## config.mk

```make
export PLATFORM = sky130hd
export DESIGN_NAME = friscv_rv32i_dbus_bridge
export DESIGN_NICKNAME = d
export VERILOG_FILES = /design/src/rtl/friscv_rv32i_dbus_bridge_pkg.sv /design/src/rtl/friscv_rv32i_dbus_bridge.sv
export SDC_FILE = /design/constraint.sdc
export NUM_CORES = 1
export LEC_CHECK = 0
export BUFFER_PORTS_ARGS = -buffer_cell sky130_fd_sc_hd__buf_2
export CAP_MARGIN = 10
export CORE_ASPECT_RATIO = 1.2
export CORE_UTILIZATION = 25
export DETAILED_ROUTE_END_ITERATION = 6
export PLACE_DENSITY = 0.61
export SLEW_MARGIN = 40
export SYNTH_ARGS = -nofsm -noshare
export SYNTH_HDL_FRONTEND = slang
export SYNTH_SLANG_ARGS = --single-unit
```

## constraint.sdc

```tcl
create_clock -name aclk -period 13.4 [get_ports aclk]
set_input_delay 3.35 -clock aclk [delete_from_list [all_inputs] [get_ports aclk]]
set_output_delay 3.35 -clock aclk [all_outputs]
set_load 0.005 [all_outputs]
```

## src/rtl/friscv_rv32i_dbus_bridge_pkg.sv

```systemverilog
// Shared encodings for the RV32I data-bus to AXI4-lite bridge:
// FSM states and the AXI response/protection constants the bridge emits or compares against.
package friscv_rv32i_dbus_bridge_pkg;

  typedef enum logic [2:0] {
    IDLE    = 3'd0,
    RD_ADDR = 3'd1,
    RD_DATA = 3'd2,
    WR_REQ  = 3'd3,
    WR_RESP = 3'd4,
    DONE    = 3'd5
  } dbus_state_t;

  localparam logic [1:0] AXI_RESP_OKAY    = 2'b00;
  localparam logic [2:0] AXI_PROT_DEFAULT = 3'b000;

endpackage

```

## src/rtl/friscv_rv32i_dbus_bridge.sv

```systemverilog
// Bridges the ALU data-memory port to an AXI4-lite master with one transaction in flight;
// the request is latched on acceptance and completion is a single-cycle mem_ready pulse.
module friscv_rv32i_dbus_bridge
  import friscv_rv32i_dbus_bridge_pkg::*;
#(
  parameter int ADDRW = 16,
  parameter int XLEN  = 32
) (
  input  logic               aclk,
  input  logic               aresetn,
  input  logic               srst,
  input  logic               mem_en,
  input  logic               mem_wr,
  input  logic [ADDRW-1:0]   mem_addr,
  input  logic [XLEN-1:0]    mem_wdata,
  input  logic [XLEN/8-1:0]  mem_strb,
  output logic [XLEN-1:0]    mem_rdata,
  output logic               mem_ready,
  output logic               mem_err,
  output logic               awvalid,
  input  logic               awready,
  output logic [ADDRW-1:0]   awaddr,
  output logic [2:0]         awprot,
  output logic               wvalid,
  input  logic               wready,
  output logic [XLEN-1:0]    wdata,
  output logic [XLEN/8-1:0]  wstrb,
  input  logic               bvalid,
  output logic               bready,
  input  logic [1:0]         bresp,
  output logic               arvalid,
  input  logic               arready,
  output logic [ADDRW-1:0]   araddr,
  output logic [2:0]         arprot,
  input  logic               rvalid,
  output logic               rready,
  input  logic [XLEN-1:0]    rdata,
  input  logic [1:0]         rresp
);

  dbus_state_t             state;
  logic [ADDRW-1:0]        req_addr;
  logic [XLEN-1:0]         req_wdata;
  logic [XLEN/8-1:0]       req_strb;
  logic                    aw_done;
  logic                    w_done;

  // A write channel counts as finished once its valid has dropped or it handshakes this cycle.
  assign aw_done = ~awvalid | awready;
  assign w_done  = ~wvalid  | wready;

  assign awaddr = req_addr;
  assign araddr = req_addr;
  assign wdata  = req_wdata;
  assign wstrb  = req_strb;
  assign awprot = AXI_PROT_DEFAULT;
  assign arprot = AXI_PROT_DEFAULT;

  // NOTE: request fields carry no reset; they are only observed on AXI after being loaded at acceptance.
  always_ff @(posedge aclk) begin
    if (state == IDLE && mem_en) begin
      req_addr  <= mem_addr;
      req_wdata <= mem_wdata;
      req_strb  <= mem_strb;
    end
  end

  // NOTE: all state and registered outputs use <= so every branch sees pre-edge values.
  always_ff @(posedge aclk or negedge aresetn) begin
    if (!aresetn) begin
      state     <= IDLE;
      arvalid   <= 1'b0;
      rready    <= 1'b0;
      awvalid   <= 1'b0;
      wvalid    <= 1'b0;
      bready    <= 1'b0;
      mem_ready <= 1'b0;
      mem_err   <= 1'b0;
      mem_rdata <= '0;
    end else if (srst) begin
      state     <= IDLE;
      arvalid   <= 1'b0;
      rready    <= 1'b0;
      awvalid   <= 1'b0;
      wvalid    <= 1'b0;
      bready    <= 1'b0;
      mem_ready <= 1'b0;
      mem_err   <= 1'b0;
      mem_rdata <= '0;
    end else begin
      case (state)
        IDLE: begin
          if (mem_en) begin
            if (mem_wr) begin
              awvalid <= 1'b1;
              wvalid  <= 1'b1;
              state   <= WR_REQ;
            end else begin
              arvalid <= 1'b1;
              state   <= RD_ADDR;
            end
          end
        end
        RD_ADDR: begin
          if (arready) begin
            arvalid <= 1'b0;
            rready  <= 1'b1;
            state   <= RD_DATA;
          end
        end
        RD_DATA: begin
          if (rvalid) begin
            rready    <= 1'b0;
            mem_rdata <= rdata;
            mem_err   <= (rresp != AXI_RESP_OKAY);
            mem_ready <= 1'b1;
            state     <= DONE;
          end
        end
        WR_REQ: begin
          if (awvalid && awready) awvalid <= 1'b0;
          if (wvalid && wready)   wvalid  <= 1'b0;
          if (aw_done && w_done) begin
            bready <= 1'b1;
            state  <= WR_RESP;
          end
        end
        WR_RESP: begin
          if (bvalid) begin
            bready    <= 1'b0;
            mem_err   <= (bresp != AXI_RESP_OKAY);
            mem_ready <= 1'b1;
            state     <= DONE;
          end
        end
        DONE: begin
          mem_ready <= 1'b0;
          mem_err   <= 1'b0;
          state     <= IDLE;
        end
        default: state <= IDLE;
      endcase
    end
  end

endmodule

```

==> key figures, run 1 <==
Synth
  • Netlist cell types: 38
  • Flops & latches, synth: 94
  • Ys Warns: 0
  • Synth top area share: 0.427
  • Ys async rst share: 0.447
  • Cells after synthesis: 289
  • Synth area leaders: edfxtp_1, dfrtp_1, nand2_1, o21ai_0, buf_4
  • Sequential area share after synthesis: 0.715
  • Number of flops mapped to enable cells by yosys: 52
  • Yosys top cell by area: edfxtp_1
  • Synth Flop Type: edfxtp_1
  • Syn Std Cell Area: 0.00365 mm2
  • Syn avg cell area: 12.6 um2

Timing
  • Fmax: 0.225 GHz
  • Endpoints failing setup: 0
  • Slew Viols, Final: 0
  • Setup TNS: 0 ns
  • Hold Fails Final Rpt: 0
  • RSZ-0062 raised after global routing: false
  • Slew @ Worst Pin: 0.662 ns
  • Final clock skew: 0.00477 ns
  • Max_slew headroom: 0.559
  • Period utilization: 0.332
  • Slack of the critical path: 8.95 ns
  • Fin crit period: 4.45 ns

Setup path
  • Worst R2R End: mem_rdata[21]
  • CP Max Fanout: 53
  • Critical path arrival: 4.64 ns
  • CP top delay family: buffers and inverters
  • CP Data Required Time: 13.59 ns
  • CP Capture Type: flop
  • Critical path depth: 4
  • Worst Setup SP: srst
  • CP endpoint: mem_rdata[21]
  • FF-to-FF path depth: 4
  • Crit-path max cell delay: 0.48 ns
  • Crit path buf inv count: 2
  • Slowest CP cell: buf_4
  • Flop2flop setup slack: 11.34 ns
  • Crit Path Class: in -> reg
  • Critical Path Source Type: input port
  • Critical Path, Cell by Cell: buf_2 -> a31oi_4 -> buf_4 -> o21ai_0
  • Reg2reg start: state[0]

Detailed routing
  • Pre-antenna DRT Iters: 4
  • Post-route antenna net violation count: 0
  • Post-DR wirelength/cell: 15.2 um
  • Iter 0 DRT Violations: 218
  • Vias per cell: 4.32
  • Via Count: 2827
  • DRC viols: 0
  • Final WL: 9940 um

Cells and area
  • Area delta synth->final: 36.7%
  • ANT cells: 0
  • Layout Nets: 573
  • Share of cells above drive strength 1: 0.475

CTS
  • TritonCTS Buffers: 9
  • Post-CTS setup buffers: 0
  • Clk buf depth: 2
  • Clock Root Buffer: clkbuf_16
  • Post-CTS sizing: 0
  • CTS tree: done
  • Cts hold-fix bufs: 0
  • Latest clock arrival within the worst-skew pair: 0.34 ns
  • Worst-path clk slew: 0.07 ns
  • # clock sinks: 94
  • H-tree depth: 3

Floorplanning
  • Die height: 134 um
  • # rows: 48
  • Initial Util: 0.255
  • Core area: 0.0144 mm2
  • Top Ports: 211
  • Die Area: 0.0151 mm2
  • Die X: 112 um

Pwr
  • Sw Pwr: 254 uW
  • Clock share of power: 0.294
  • Seq pwr share: 0.494
  • Switching portion of total power: 0.301
  • Peak ir drop on the vdd network: 0.0480 mV
  • Comb pwr share: 0.213
  • Int Pwr: 591 uW
  • PwrDens: 169 mW/mm2
  • Pleak: 0.00234 uW

Global routing
  • Initial antenna violation count: 1
  • GRT Util Overall: 0.131
  • First-pass GRT wire length: 14900 um
  • Largest net degree at the start of global routing: 54
  • GRT met1 Usage: 0.154
  • Met2 usage: 0.209
  • Total gr overflow: 0
  • GR Util met3: 0.0691
  • Top Usage Layer GRT: met2
  • Vias in the first global route: 2726

Min path
  • Worst hold path class: reg -> reg

Place
  • Final GP Congestion: 0.723
  • Port Buffers: 204
  • Dpl hpwl: 7410 um
  • Place WS: 8.55 ns

Status
  • Status: finished clean

Run
  • Max-cap viol count: 0
## metal layers
layer	up-vias	wire length, um
li1	1348	-
met1	1314	4070
met2	152	4580
met3	11	1170
met4	2	104
met5	-	13
## synthesized netlist by cell type (all sizes together), types with 2 or more instances
| cell | number |
|---|---|
| a211o | 2 |
| a21oi | 4 |
| a221oi | 2 |
| buf | 29 |
| clkbuf | 7 |
| dfrtp | 42 |
| edfxtp | 52 |
| inv | 5 |
| nand2 | 69 |
| nand2b | 2 |
| nand3 | 4 |
| nand3b | 2 |
| nor2 | 4 |
| nor2b | 3 |
| nor3 | 3 |
| o21ai | 39 |
## power groups by stage
stage,Combinational [uW],Clock [uW],Sequential [uW]
after floorplan,95.7,0,424
after global placement,182,0,422
after detailed placement,185,0,423
after CTS,185,259,418
after global routing,202,271,426
final,180,248,417
## cells by family (layout without fill, tap and decap cells)
group,after synthesis,after routing,synth area share
AOI/OAI and AO/OA,57,57,0.0959
buffers and inverters,42,228,0.0695
DFF,94,94,0.715
muxes,2,2,0.00685
other,1,6,0.00103
and+or+nand+nor,93,93,0.112
## worst min path at each step
stage,from,end,slack (ns),cells past startpoint
6_report,mem_rdata[26],mem_rdata[26],0.48,2
5_1_grt,mem_rdata[5],mem_rdata[5],0.51,2
4_1_cts,mem_rdata[7],mem_rdata[7],0.48,2
3_5_place_dp,mem_rdata[14],mem_rdata[14],0.47,2
3_3_place_gp,mem_rdata[8],mem_rdata[8],0.46,2
2_1_floorplan,mem_rdata[0],mem_rdata[0],0.47,2
## layout by cell type (no fill, tap or decap), drive strengths merged, types with 2 or more instances in the layout
master / n
edfxtp: 52
nand2: 69
nor2: 4
nand2b: 2
dfrtp: 42
a221oi: 2
a211o: 2
a21oi: 4
nor3: 3
clkinv: 4
buf: 206
conb: 6
clkbuf: 9
nand3b: 2
o21ai: 39
inv: 9
nor2b: 3
nand3: 4
## registers in the layout, indices dropped and copies added, names as in the netlist, 3 cells and up
register,cells
mem_rdata,32
wdata,32
araddr,16
wstrb,4
state,3
## per-stage QoR
| step | cell area, um2 | util | cells | hold WS [ns] | power [uW] |
|---|---|---|---|---|---|
| 3_5_place_dp | 4710 | 0.328 | 639 | 0.468 | 608 |
| 2_1_floorplan | 3670 | - | 294 | 0.473 | 519 |
| 6_report | 5000 | 0.348 | 655 | 0.477 | 845 |
| 5_1_grt | 5000 | 0.348 | 655 | 0.511 | 899 |
| 3_3_place_gp | 4700 | 0.328 | 639 | 0.463 | 604 |
| 4_1_cts | 5000 | 0.348 | 655 | 0.485 | 862 |
## cell type report
| class | instances | area, um2 |
|---|---|---|
| Fill cell | 1449 | 9360 |
| Tap cell | 175 | 219 |
| Inverter | 6 | 23.8 |
| Timing Repair Buffer | 206 | 1040 |
| Clock buffer | 9 | 225 |
| Multi-Input combinational cell | 158 | 812 |
| Clock inverter | 7 | 65.1 |
| Sequential cell | 94 | 2610 |
## worst min-delay path, cell delays in order, from the launching register on
cell and delay, ns:
dfrtp_1 0.34, nand2_1 0.04, o21ai_0 0.06
(Power assumes the default switching activity.)
==> inputs of run 2 (changes only) <==
--- a/config.mk
+++ b/config.mk
@@ -5,12 +5,13 @@
 export SDC_FILE = /design/constraint.sdc
 export NUM_CORES = 1
 export LEC_CHECK = 0
+export ABC_AREA = 1
 export BUFFER_PORTS_ARGS = -buffer_cell sky130_fd_sc_hd__buf_2
 export CAP_MARGIN = 10
 export CORE_ASPECT_RATIO = 1.2
 export CORE_UTILIZATION = 25
 export DETAILED_ROUTE_END_ITERATION = 6
-export PLACE_DENSITY = 0.61
+export PLACE_DENSITY = 0.6
 export SLEW_MARGIN = 40
 export SYNTH_ARGS = -nofsm -noshare
 export SYNTH_HDL_FRONTEND = slang
==> constraint.sdc (replaced) <==
create_clock -name aclk -period 4.32 [get_ports aclk]
set_input_delay 1.08 -clock aclk [delete_from_list [all_inputs] [get_ports aclk]]
set_output_delay 1.08 -clock aclk [all_outputs]
set_load 0.005 [all_outputs]
==> run 2 against run 1 <==
Compared with the run above:
- global-route usage grew 0.079 points
- hold slack gained 0.0071 ns
- clock power grew to 3.2 times the previous value
- power grew to 3.4 times the previous value
- combinational power rose to 4.2 times the previous value
- sequential share of layout area down 1.5 points
- highest routed layer unchanged
==> key figures, run 2 <==
Synth
  • Number of flops mapped to enable cells by yosys: 52 (unchanged)
  • Syn avg cell area: 11.7 um2 (-7.7%)
  • Cells after synthesis: 321 (+11%)
  • Synth top area share: 0.417 (-0.0103)
  • Post-synthesis compound-gate area fraction: 0.0705 (-0.0254)
  • Synth Flop Type: edfxtp_1
  • Yosys top cell by area: edfxtp_1
  • Largest family of logic cells by synthesized area: simple AND/OR/NAND/NOR gates
  • Netlist cell types: 24 (-37%)
  • Simple-Gate Fraction of Synth Area: 0.147 (+0.0351)
  • Count leader, synth: nand2_1
  • Syn Std Cell Area: 0.00374 mm2 (+2.5%)
  • Top post-synthesis cells by count: nand2_1, edfxtp_1, dfrtp_1
  • Xor and xnor fraction of the mapped netlist area: 0 (unchanged)
  • Sequential area share after synthesis: 0.698 (-0.0172)
  • Post-synthesis mux area share: 0 (-0.00685)
  • Flops & latches, synth: 94 (unchanged)
  • Synth area leaders: edfxtp_1, dfrtp_1, nand2_1, buf_4, o21ai_1
  • Ys async rst share: 0.447 (unchanged)
  • Ys Warns: 0 (unchanged)
  • Adder-cell share of the synthesized area: 0 (unchanged)

Global routing
  • Initial antenna violation count: 2 (+1)
  • GRT Util Overall: 0.132 (+0.000789)
  • GRT met1 Usage: 0.148 (-0.00670)
  • Largest net degree at the start of global routing: 46 (-15%)
  • Vias in the first global route: 2916 (+7.0%)
  • Total gr overflow: 0 (unchanged)
  • GR Util met3: 0.0633 (-0.00581)
  • Met2 usage: 0.213 (+0.00431)
  • Top Usage Layer GRT: met2
  • First-pass GRT wire length: 15100 um (+0.83%)

CTS
  • Worst-path clk slew: 0.07 ns (about the same)
  • Clock Root Buffer: clkbuf_16
  • Post-CTS setup buffers: 0 (unchanged)
  • TritonCTS Buffers: 9 (unchanged)
  • Clk buf depth: 2 (unchanged)
  • CTS tree: done
  • Cts hold-fix bufs: 0 (unchanged)
  • # clock sinks: 94 (unchanged)
  • Latest clock arrival within the worst-skew pair: 0.35 ns (about the same)
  • Post-CTS sizing: 0 (unchanged)
  • H-tree depth: 3 (unchanged)

Setup path
  • Reg2reg start: state[1]
  • CP endpoint: mem_rdata[25]
  • FF-to-FF path depth: 5 (+1)
  • Critical path arrival: 2.57 ns (-2.07 ns)
  • Critical Path Source Type: input port
  • CP Capture Type: flop
  • Flop2flop setup slack: 2.23 ns (-9.11 ns)
  • Crit Path Class: in -> reg
  • CP Max Fanout: 38 (-28%)
  • Worst R2R End: araddr[10]
  • CP Data Required Time: 4.60 ns (-8.99 ns)
  • Worst Setup SP: srst

Timing
  • Endpoints failing setup: 0 (unchanged)
  • Fmax: 0.437 GHz
  • Slew @ Worst Pin: 0.669 ns (+0.00728 ns)
  • Hold Fails Final Rpt: 0 (unchanged)
  • Slew Viols, Final: 0 (unchanged)
  • Fin crit period: 2.29 ns
  • Final clock skew: 0.0100 ns (+0.00524 ns)
  • RSZ-0062 raised after global routing: false
  • Setup TNS: 0 ns (unchanged)
  • Period utilization: 0.530
  • Max_slew headroom: 0.552 (-0.00643)

Place
  • Final GP Congestion: 0.757 (+4.7%)
  • Dpl cell area: 0.00481 mm2 (+2.3%)
  • Dpl hpwl: 7800 um (+5.3%)
  • Port Buffers: 204 (unchanged)

Floorplanning
  • Initial Util: 0.258 (+0.00304)
  • Top Ports: 211 (unchanged)
  • Core area: 0.0145 mm2 (+1.3%)
  • Die X: 114 um (+1.2%)
  • Die height: 136 um (+1.2%)
  • # rows: 48 (unchanged)
  • Die Area: 0.0155 mm2 (+2.4%)

Detailed routing
  • Via Count: 3017 (+6.7%)
  • Post-DR wirelength/cell: 14.1 um (-6.9%)
  • DRC viols: 0 (unchanged)
  • Final WL: 10100 um (+1.9%)
  • Vias per cell: 4.21 (-2.5%)
  • Post-route antenna net violation count: 0 (unchanged)
  • Pre-antenna DRT Iters: 4 (unchanged)
  • Iter 0 DRT Violations: 120 (-45%)

Cells and area
  • Area delta synth->final: 37.3%
  • Layout Nets: 609 (+6.3%)
  • # fillers: 1505 (+3.9%)
  • Most frequent cells in the layout: buf_2, nand2_1, edfxtp_1
  • Finished Cell Area: 0.00514 mm2 (+2.9%)
  • Share of cells above drive strength 1: 0.467 (-0.00795)
  • Most common cell after layout, fill and taps aside: buf_2
  • Finished Core Util: 0.354 (+0.00559)

Pwr
  • Peak ir drop on the vdd network: 0.193 mV (+300%)
  • PwrDens: 567 mW/mm2 (+240%)
  • Pleak: 0.00247 uW (+5.5%)

Run
  • Max-cap viol count: 0 (unchanged)

Status
  • Status: finished clean

Min path
  • Worst hold path class: reg -> reg
## run 2: changes by cell type after synthesis, moves of 4 or more
cell and delta:
clkbuf_1 -5, nand3_1 +11, nand2_1 +31, o21ai_0 -27
o21ai_1 +18, nor2_1 +4, o21ai_2 +9, buf_6 +6
inv_1 +6, inv_2 +4
## run 2: critical path: stages
cell and delay (ns):
buf_2 0.14, nor2_1 0.15, inv_1 0.08, nand2_2 0.50
buf_4 0.42, nand2_1 0.08, o21ai_1 0.09
## run 2: kinds of logic (layout without fill, tap and decap cells)
family | after synthesis | count (layout)
other cells | 1 | 7
compound gates | 45 | 45
buf+inv | 49 | 239
simple gates | 132 | 132
flops | 94 | 94
## run 2: layer usage
layer	vias up	wire (um)	share of wire
met3	13	1210	0.12
met2	163	4620	0.46
li1	1428	-	-
met5	-	13	0.0013
met1	1411	4100	0.41
met4	2	183	0.018
## run 2: final cells by class
type / instances / area (um2) / share of cell area
Inverter: 15 / 56.3 / 0.0110
Antenna cell: 1 / 2.50 / 0.000487
Sequential cell: 94 / 2610 / 0.508
Timing Repair Buffer: 208 / 1070 / 0.208
Tap cell: 200 / 250 / 0.0487
Clock inverter: 6 / 71.3 / 0.0139
Clock buffer: 10 / 229 / 0.0445
Multi-Input combinational cell: 183 / 847 / 0.165
## run 2: how the worst min path moves through the flow
stage	slack, ns	startpoint	cells past startpoint	to
floorplan	0.46	arvalid	2	arvalid
global placement	0.47	mem_rdata[3]	2	mem_rdata[3]
detailed placement	0.47	mem_rdata[2]	2	mem_rdata[2]
CTS	0.49	mem_rdata[2]	2	mem_rdata[2]
global route	0.51	mem_rdata[21]	2	mem_rdata[21]
finish	0.48	mem_rdata[2]	2	mem_rdata[2]
## run 2: report_power, final
part / internal, uW / switching (uW)
clock network: 453 / 348
registers: 1220 / 125
logic: 319 / 443
## run 2: through the flow
step	hold WS (ns)	cells	setup slack (ns)	power (uW)
after floorplan	0.464	326	0.545	1780
after global placement	0.466	699	1.66	2100
after detailed placement	0.474	699	1.61	2120
after CTS	0.490	715	1.97	2940
after global routing	0.515	716	1.83	3090
final	0.484	717	2.03	2910
